**src/rtl/mem_sram_ctrl_if.sv**
```systemverilog
// Pipeline-side and SRAM-side signals of the half-word SRAM controller.
// The controller uses the slave modport; the pipeline/SRAM model uses master.
interface mem_sram_ctrl_if;
  logic        MEM_R_EN;
  logic        MEM_W_EN;
  logic [31:0] ALU_Result;
  logic [31:0] ST_Val;
  logic        ready;
  logic [31:0] Mem_Result;
  logic [17:0] SRAM_ADDR;
  logic [15:0] SRAM_DQ_out;
  logic [15:0] SRAM_DQ_in;
  logic        SRAM_DQ_oe;
  logic        SRAM_WE_N;

  modport slave (
    input  MEM_R_EN, MEM_W_EN, ALU_Result, ST_Val, SRAM_DQ_in,
    output ready, Mem_Result, SRAM_ADDR, SRAM_DQ_out, SRAM_DQ_oe, SRAM_WE_N
  );

  modport master (
    output MEM_R_EN, MEM_W_EN, ALU_Result, ST_Val, SRAM_DQ_in,
    input  ready, Mem_Result, SRAM_ADDR, SRAM_DQ_out, SRAM_DQ_oe, SRAM_WE_N
  );
endinterface

```
**src/rtl/mem_sram_ctrl.sv**
```systemverilog
// 32-bit load/store to a 16-bit external SRAM in two half-word cycles (LO, HI),
// freezing the pipeline via ready. Optional wait states: define SRAM_WAIT_STATES_EN.
module mem_sram_ctrl #(
  parameter int unsigned WAIT_CYCLES = 1
) (
  input logic           CLK,
  input logic           RST,
  mem_sram_ctrl_if.slave bus
);

  typedef enum logic [1:0] {IDLE, LO, HI, DONE} state_t;

  state_t      state_q, state_d;
  logic [16:0] index_q, index_d;
  logic [31:0] data_q, data_d;
  logic        wr_q, wr_d;
  logic [15:0] lo_q, lo_d;
  logic [31:0] result_q, result_d;
  logic        last_cycle;
  logic [16:0] word_index;

  // SRAM window starts at byte 1024; byte offset within the word is dropped.
  assign word_index = 17'((bus.ALU_Result - 32'd1024) >> 2);

`ifdef SRAM_WAIT_STATES_EN
  localparam logic [2:0] WAIT_LOAD = 3'(WAIT_CYCLES);

  logic [2:0] wait_q, wait_d;

  assign last_cycle = (wait_q == 3'd0);

  always_comb begin
    wait_d = wait_q;
    if (state_d != state_q) begin
      wait_d = WAIT_LOAD;
    end else if (wait_q != 3'd0) begin
      wait_d = wait_q - 3'd1;
    end
  end

  always_ff @(posedge CLK) begin
    if (RST) begin
      wait_q <= '0;
    end else begin
      wait_q <= wait_d;
    end
  end
`else
  assign last_cycle = 1'b1;
`endif

  always_comb begin
    state_d  = state_q;
    index_d  = index_q;
    data_d   = data_q;
    wr_d     = wr_q;
    lo_d     = lo_q;
    result_d = result_q;

    bus.ready       = 1'b0;
    bus.SRAM_ADDR   = '0;
    bus.SRAM_DQ_out = '0;
    bus.SRAM_DQ_oe  = 1'b0;
    bus.SRAM_WE_N   = 1'b1;

    case (state_q)
      IDLE: begin
        bus.ready = 1'b1;
        if (bus.MEM_W_EN || bus.MEM_R_EN) begin
          bus.ready = 1'b0;
          index_d   = word_index;
          data_d    = bus.ST_Val;
          wr_d      = bus.MEM_W_EN;
          state_d   = LO;
        end
      end
      LO: begin
        bus.SRAM_ADDR = {index_q, 1'b0};
        if (wr_q) begin
          bus.SRAM_DQ_out = data_q[15:0];
          bus.SRAM_DQ_oe  = 1'b1;
          bus.SRAM_WE_N   = 1'b0;
        end
        if (last_cycle) begin
          if (!wr_q) begin
            lo_d = bus.SRAM_DQ_in;
          end
          state_d = HI;
        end
      end
      HI: begin
        bus.SRAM_ADDR = {index_q, 1'b1};
        if (wr_q) begin
          bus.SRAM_DQ_out = data_q[31:16];
          bus.SRAM_DQ_oe  = 1'b1;
          bus.SRAM_WE_N   = 1'b0;
        end
        if (last_cycle) begin
          // Result is only committed once both halves are in hand.
          if (!wr_q) begin
            result_d = {bus.SRAM_DQ_in, lo_q};
          end
          state_d = DONE;
        end
      end
      DONE: begin
        bus.ready = 1'b1;
        state_d   = IDLE;
      end
      default: begin
        state_d = IDLE;
      end
    endcase

    // Safe bus state whenever reset is held, even mid-access.
    if (RST) begin
      bus.ready       = 1'b1;
      bus.SRAM_ADDR   = '0;
      bus.SRAM_DQ_out = '0;
      bus.SRAM_DQ_oe  = 1'b0;
      bus.SRAM_WE_N   = 1'b1;
    end
  end

  always_ff @(posedge CLK) begin
    if (RST) begin
      state_q  <= IDLE;
      index_q  <= '0;
      data_q   <= '0;
      wr_q     <= 1'b0;
      lo_q     <= '0;
      result_q <= '0;
    end else begin
      state_q  <= state_d;
      index_q  <= index_d;
      data_q   <= data_d;
      wr_q     <= wr_d;
      lo_q     <= lo_d;
      result_q <= result_d;
    end
  end

  assign bus.Mem_Result = result_q;

  a_wait_range: assert property (@(posedge CLK) (WAIT_CYCLES >= 1 && WAIT_CYCLES <= 7));
  a_done_to_idle: assert property (@(posedge CLK) disable iff (RST)
                                   (state_q == DONE) |=> (state_q == IDLE));
  a_we_drives_bus: assert property (@(posedge CLK) !bus.SRAM_WE_N |-> bus.SRAM_DQ_oe);

endmodule

```
**src/flat_wrapper.sv**
```systemverilog
// flat-port wrapper written by rule: the top's interface ports become plain ports
module mem_sram_ctrl_flat 
#(
  parameter int unsigned WAIT_CYCLES = 1
)
  (CLK, RST, bus_MEM_R_EN, bus_MEM_W_EN, bus_ALU_Result, bus_ST_Val, bus_SRAM_DQ_in, bus_ready, bus_Mem_Result, bus_SRAM_ADDR, bus_SRAM_DQ_out, bus_SRAM_DQ_oe, bus_SRAM_WE_N);
  mem_sram_ctrl_if bus_i ();
  input logic CLK;
  input logic RST;
  input wire logic [$bits(bus_i.MEM_R_EN)-1:0] bus_MEM_R_EN;
  input wire logic [$bits(bus_i.MEM_W_EN)-1:0] bus_MEM_W_EN;
  input wire logic [$bits(bus_i.ALU_Result)-1:0] bus_ALU_Result;
  input wire logic [$bits(bus_i.ST_Val)-1:0] bus_ST_Val;
  input wire logic [$bits(bus_i.SRAM_DQ_in)-1:0] bus_SRAM_DQ_in;
  output wire logic [$bits(bus_i.ready)-1:0] bus_ready;
  output wire logic [$bits(bus_i.Mem_Result)-1:0] bus_Mem_Result;
  output wire logic [$bits(bus_i.SRAM_ADDR)-1:0] bus_SRAM_ADDR;
  output wire logic [$bits(bus_i.SRAM_DQ_out)-1:0] bus_SRAM_DQ_out;
  output wire logic [$bits(bus_i.SRAM_DQ_oe)-1:0] bus_SRAM_DQ_oe;
  output wire logic [$bits(bus_i.SRAM_WE_N)-1:0] bus_SRAM_WE_N;
  assign bus_i.MEM_R_EN = bus_MEM_R_EN;
  assign bus_i.MEM_W_EN = bus_MEM_W_EN;
  assign bus_i.ALU_Result = bus_ALU_Result;
  assign bus_i.ST_Val = bus_ST_Val;
  assign bus_i.SRAM_DQ_in = bus_SRAM_DQ_in;
  assign bus_ready = bus_i.ready;
  assign bus_Mem_Result = bus_i.Mem_Result;
  assign bus_SRAM_ADDR = bus_i.SRAM_ADDR;
  assign bus_SRAM_DQ_out = bus_i.SRAM_DQ_out;
  assign bus_SRAM_DQ_oe = bus_i.SRAM_DQ_oe;
  assign bus_SRAM_WE_N = bus_i.SRAM_WE_N;
  mem_sram_ctrl #(.WAIT_CYCLES(WAIT_CYCLES)) u_core (.CLK(CLK), .RST(RST), .bus(bus_i));
endmodule
```
**config.mk**
```make
export PLATFORM = sky130hd
export DESIGN_NAME = mem_sram_ctrl_flat
export DESIGN_NICKNAME = d
export VERILOG_FILES = /design/src/rtl/mem_sram_ctrl_if.sv /design/src/rtl/mem_sram_ctrl.sv /design/src/flat_wrapper.sv
export SDC_FILE = /design/constraint.sdc
export NUM_CORES = 1
export LEC_CHECK = 0
export CORE_ASPECT_RATIO = 1.2
export CORE_UTILIZATION = 44
export CTS_CLUSTER_SIZE = 12
export DETAILED_ROUTE_END_ITERATION = 10
export PLACE_DENSITY = 0.8
export RECOVER_POWER = 100
export SYNTH_ARGS = -nofsm -noshare
export SYNTH_HDL_FRONTEND = slang
export SYNTH_SLANG_ARGS = --single-unit
export TNS_END_PERCENT = 20
```
**constraint.sdc**
```tcl
create_clock -name CLK -period 2.3 [get_ports CLK]
set_input_delay 0.345 -clock CLK [delete_from_list [all_inputs] [get_ports CLK]]
set_output_delay 0.345 -clock CLK [all_outputs]
set_load 0.01 [all_outputs]
```
After elaboration in Yosys (flattened, before gate mapping)
Index checks and enable logic that the tools add are counted. W data, S select, Z words.

Bits in registers: 100. Bits in latches: 0. RAM bits: 0. Memory bits (read-only): 0. Input bits: 84. Output and inout port bits: 69. Word-level logic and storage cells: 35. Memories: 0.

$add $sub $neg: 1. Multipliers: 0. Div/mod/pow operators: 0. Order comparisons: 0. Equality and inequality tests: 4. Shift-type cells: 0. Mux-type cells: 17. Bitwise gates (word level): 1. Reductions and logical operators: 6.

Operators with widths (count): $mux W16 (3); $pmux W18 S2 (1); $pmux W16 S2 (1); $sub A19 B11 Y19 const B (1); $mux W18 (1); $mux W1 (8); $pmux W2 S4 (1); $reduce_and A2 Y1 (3); $eq A2 B2 Y1 const B (2); $eq A2 B1 Y1 const B (1); $logic_not A2 Y1 (1); $mux W2 (1); $ne A2 B1 Y1 const B (1); $pmux W1 S2 (1); $reduce_or A2 Y1 (1); $logic_or A1 B1 Y1 (1); $not A1 Y1 (1).

Depth between registers and ports, before layout
Depth in word-level cells: 4. Mapped depth: 7. Mapped depth without buffers: 5.

Worst setup path before layout
Ideal clock, no wire load.

Path kind: flip-flop to output port. Start: register u_core.state_q[0]. End: output bus_SRAM_ADDR[10]. Arrival time: 1.595 ns. Required time: 1.955 ns. Slack: 0.360 ns. Stages on the path, launching flop included: 6. Path buffers: 1. Cells stage by stage: dfxtp_1 > inv_1 > ha_1 > nor3b_1 > clkbuf_1 > and2_1.

Longest elaborated chain between the ends: 3. Elaborated cells between the ends (all ways): 4. Those cells by class: 2 x eq/ne; 2 x mux.

RTL lines: start: declaration (line mem_sram_ctrl.sv:13) `state_t state_q, state_d;`; start signal: assignment (line mem_sram_ctrl.sv:134) `state_q <= state_d;`; $eq A2 B2 Y1 / $eq A2 B1 Y1 (equally long branches) (line mem_sram_ctrl.sv:66) `case (state_q)`; $pmux W18 S2 (*) (line mem_sram_ctrl.sv:66); $mux W18 (*) (line mem_sram_ctrl.sv:116) `if (RST) begin`; end: declaration (line flat_wrapper.sv:17) `output wire logic [$bits(bus_i.SRAM_ADDR)-1:0] bus_SRAM_ADDR;`.

Every way passes the cells marked *; elsewhere a longest branch is shown, timed or not.

Worst setup path in the final report
Start: register u_core.state_q[0]. End: output bus_SRAM_ADDR[0].

The elaborated chain is that of the path after synthesis.

==> qor.txt <==
Status -> completed
Post-synthesis sequential area ratio -> 50.2%
Leak pwr -> 2.20 nW
GRT Overall Usage -> 22.8%
Crit end category -> primary output
Data required time at the worst endpoint -> 1.96 ns
Top cell type by total area after synthesis -> dfxtp_1
Sw Share -> 36.5%
Slew Viols, Final -> 0
Comb power frac -> 37.3%
Top_reg_cell synth -> dfxtp_1
Fillcell total -> 761
Fraction of registers with async set or reset after synthesis -> 0%
Clock root buffer -> clkbuf_8
Maximum fanout along the worst path -> 20
Setup violators final -> 0
Post-Syn Area -> 0.00399 mm2
# Max-Cap Violations -> 0
Vias/cell -> 5.08
Highest clock rate -> 441 MHz
CTS Buf Count -> 9
Layout area overhead -> 43.8%
Critical path's top delay family -> buffers and inverters
Mapped Cells -> 518
Global route overflow -> 0
Clk_skew -> 0.0134 ns
CP bufs+invs -> 3
Critical setup path kind -> reg2out
Slew margin rel. -> 27.3%
Longest Clk Path Bufs -> 2
Worst slew pin tran -> 1.09 ns
Slowest-stage cell, CP -> clkdlybuf4s50_1
Crit path time final -> 2.27 ns
Core ar. -> 0.00870 mm2
YS warnings -> 0
Vias in the first global route -> 3761
Worst min-delay path class -> reg2reg
Inserted Diodes -> 0
Storage cell area -> 0.00200 mm2
Critical path data arrival time -> 1.93 ns
Routability cong. -> 0.748
Largest net degree at the start of global routing -> 60
Share of post-route cells with drive strength above 1 -> 8.45%
Initial Util -> 45.8%
WL per Instance -> 13.5 um
P_int -> 3.49 mW
DP Wirelength -> 7.33 mm
Die Width -> 88.9 um
Syn_area_per_cell -> 7.69 um2
DIE AREA -> 0.00944 mm2
Register bit count reported by yosys -> 100
H-tree depth -> 3
I/O pin count -> 153
Critical path startpoint category -> flop
Top cells by area, synth -> dfxtp_1, nand2_1, a21oi_1, a22oi_1, clkbuf_1
Share of the synthesized area in the top cell type -> 50.2%
DIE HEIGHT -> 106 um
Number of port buffers -> 137
Setup Fix Bufs, Post-CTS -> 0
Switching pwr -> 2.00 mW
Post-Route WL -> 10.4 mm
RSZ-0062 raised after global routing -> true
Worst-path clk slew -> 0.10 ns
Mapped Nets -> 609
PD cells -> 959 mW/mm2
Clock sink count -> 100
Final nets -> 737
# hold bufs at CTS -> 0
First-pass GRT wire length -> 16.9 mm
Drt first pass iters -> 4
Clock latency on the worst-skew pair -> 0.36 ns
Final Total Pwr -> 5.49 mW
TNS Setup -> 0 ns
Post-route ant nets -> 0
Clock Power Share -> 20.8%
Initial antenna violation count -> 0
Final Hold Fails -> 0
Routed via count -> 3901
Number of flops mapped to enable cells by yosys -> 0
Area of the multi-input gates -> 0.00187 mm2
DR DRC count -> 0
Sequential power share -> 41.9%
Detailed Route Iter0 Violations -> 149
VDD IR max -> 0.557 mV
Row cnt -> 37
Cell variety after synth -> 29
Worst path max stage delay -> 0.55 ns
Final Cycle Share -> 98.7%
TritonCTS clock tree -> done
Crit-path cells -> inv_2, ha_1, buf_6, nor2b_1, clkdlybuf4s50_1
-- layer usage --
layer | wire (um) | share of wire (%) | vias to the layer above | track usage [%]
met5 | 0 | 0 | - | 0
met4 | 104 | 1.0 | 0 | 5.65
met3 | 758 | 7.3 | 8 | 7.22
met2 | 5420 | 52 | 128 | 40.3
met1 | 4070 | 39 | 1803 | 26.1
li1 | - | - | 1962 | -
-- cell type report --
class                      instances  area share, %
clock inverter                     7           1.42
clock buffer                       9           2.16
sequential                       100           35.0
inverter                           5          0.327
timing repair buffer             155           25.9
tap                              117           2.55
multi-input combinational        375           32.7
-- per-stage QoR --
stage | cells | hold WS, ns | instance area [um2] | setup WS (ns) | utilization (%)
after floorplan | 518 | 0.432 | 3990 | 0.360 | -
after global placement | 752 | 0.439 | 5530 | -0.0587 | 63.6
after detailed placement | 752 | 0.443 | 5530 | -0.120 | 63.6
after CTS | 768 | 0.448 | 5730 | 0.000130 | 65.9
after global routing | 768 | 0.471 | 5730 | -0.0842 | 65.9
final | 768 | 0.451 | 5730 | 0.0299 | 65.9
-- cells in the mapped netlist (2+ instances only) --
| cell type | count |
|---|---|
| nor2_1 | 29 |
| and4_1 | 3 |
| inv_1 | 5 |
| a311oi_1 | 2 |
| clkbuf_1 | 32 |
| a211oi_1 | 8 |
| nor2b_1 | 3 |
| nor3_1 | 2 |
| a21oi_1 | 89 |
| nor3b_1 | 3 |
| nor4_1 | 5 |
| dfxtp_1 | 100 |
| a22oi_1 | 16 |
| nand2_1 | 178 |
| xnor2_1 | 2 |
| ha_1 | 7 |
| nand2b_1 | 2 |
| buf_1 | 5 |
| and2_1 | 17 |
-- tightest hold or removal path, delay by kind of cell, from the launching register on --
| family | cells | cell delay (ns) |
|---|---|---|
| AO/OA/AOI/OAI | 1 | 0.05 |
| flip-flops | 1 | 0.32 |
| AND/OR/NAND/NOR | 1 | 0.05 |
-- worst paths after layout --
check	start	to	slack, ns	cells past startpoint
max reg2reg	u_core.state_q[1]$_SDFFE_PP0P_	u_core.lo_q[4]$_SDFFE_PP0P_	0.37	5
max	u_core.state_q[0]$_SDFFE_PP0P_	bus_SRAM_ADDR[0]	0.03	5
min reg2reg	u_core.lo_q[12]$_SDFFE_PP0P_	u_core.bus.Mem_Result[12]$_SDFFE_PP0P_	0.45	2
min	u_core.lo_q[12]$_SDFFE_PP0P_	u_core.bus.Mem_Result[12]$_SDFFE_PP0P_	0.45	2
-- timing repair --
item                                    in CTS  in global routing
cloned                                       0                  0
pin swaps                                    0                  1
endpoints found under the setup margin      37                 21
gates resized for setup                     44                 22
endpoints found under the hold margin        0                  0
-- power by group through the flow --
stage / logic [mW] / clock network, mW / registers (mW)
2_1_floorplan: 1.20 / 0 / 2.32
3_3_place_gp: 1.93 / 0 / 2.32
3_5_place_dp: 2.00 / 0 / 2.34
4_1_cts: 2.05 / 1.17 / 2.30
5_1_grt: 2.31 / 1.24 / 2.34
6_report: 2.05 / 1.14 / 2.30
-- flip-flops by register name, summed over array words and instances (netlist names) --
signal,count
u_core.bus.Mem_Result,32
u_core.data_q,32
u_core.index_q,17
u_core.lo_q,16
u_core.state_q,2
u_core.wr_q,1
-- placed cells by master, fill, tap and decap left out, drive strengths merged, types with 3 or more instances in the layout --
| cell type | synthesis | routed |
|---|---|---|
| buf | 6 | 19 |
| and4 | 3 | 3 |
| nor2b | 3 | 3 |
| clkdlybuf4s15 | 0 | 4 |
| ha | 7 | 7 |
| nand2 | 178 | 178 |
| and2 | 17 | 17 |
| a22oi | 16 | 16 |
| dfxtp | 100 | 100 |
| nor2 | 29 | 29 |
| inv | 5 | 8 |
| dlygate4sd2 | 0 | 24 |
| a211oi | 8 | 8 |
| nor4 | 5 | 5 |
| clkdlybuf4s50 | 0 | 100 |
| clkbuf | 32 | 15 |
| a21oi | 89 | 89 |
| nor3b | 3 | 3 |
-- cells by family (layout without fill, tap and decap cells) --
kind of cell | Yosys count | count (layout) | synth area share (%)
simple gates | 245 | 245 | 25.8
compound gates | 120 | 120 | 17.0
flops | 100 | 100 | 50.2
buf+inv | 43 | 176 | 4.08
fa+ha+maj | 7 | 7 | 2.20
xor+xnor | 2 | 2 | 0.440
mux | 1 | 1 | 0.251
Note: power is estimated with default switching activity, not from simulation.
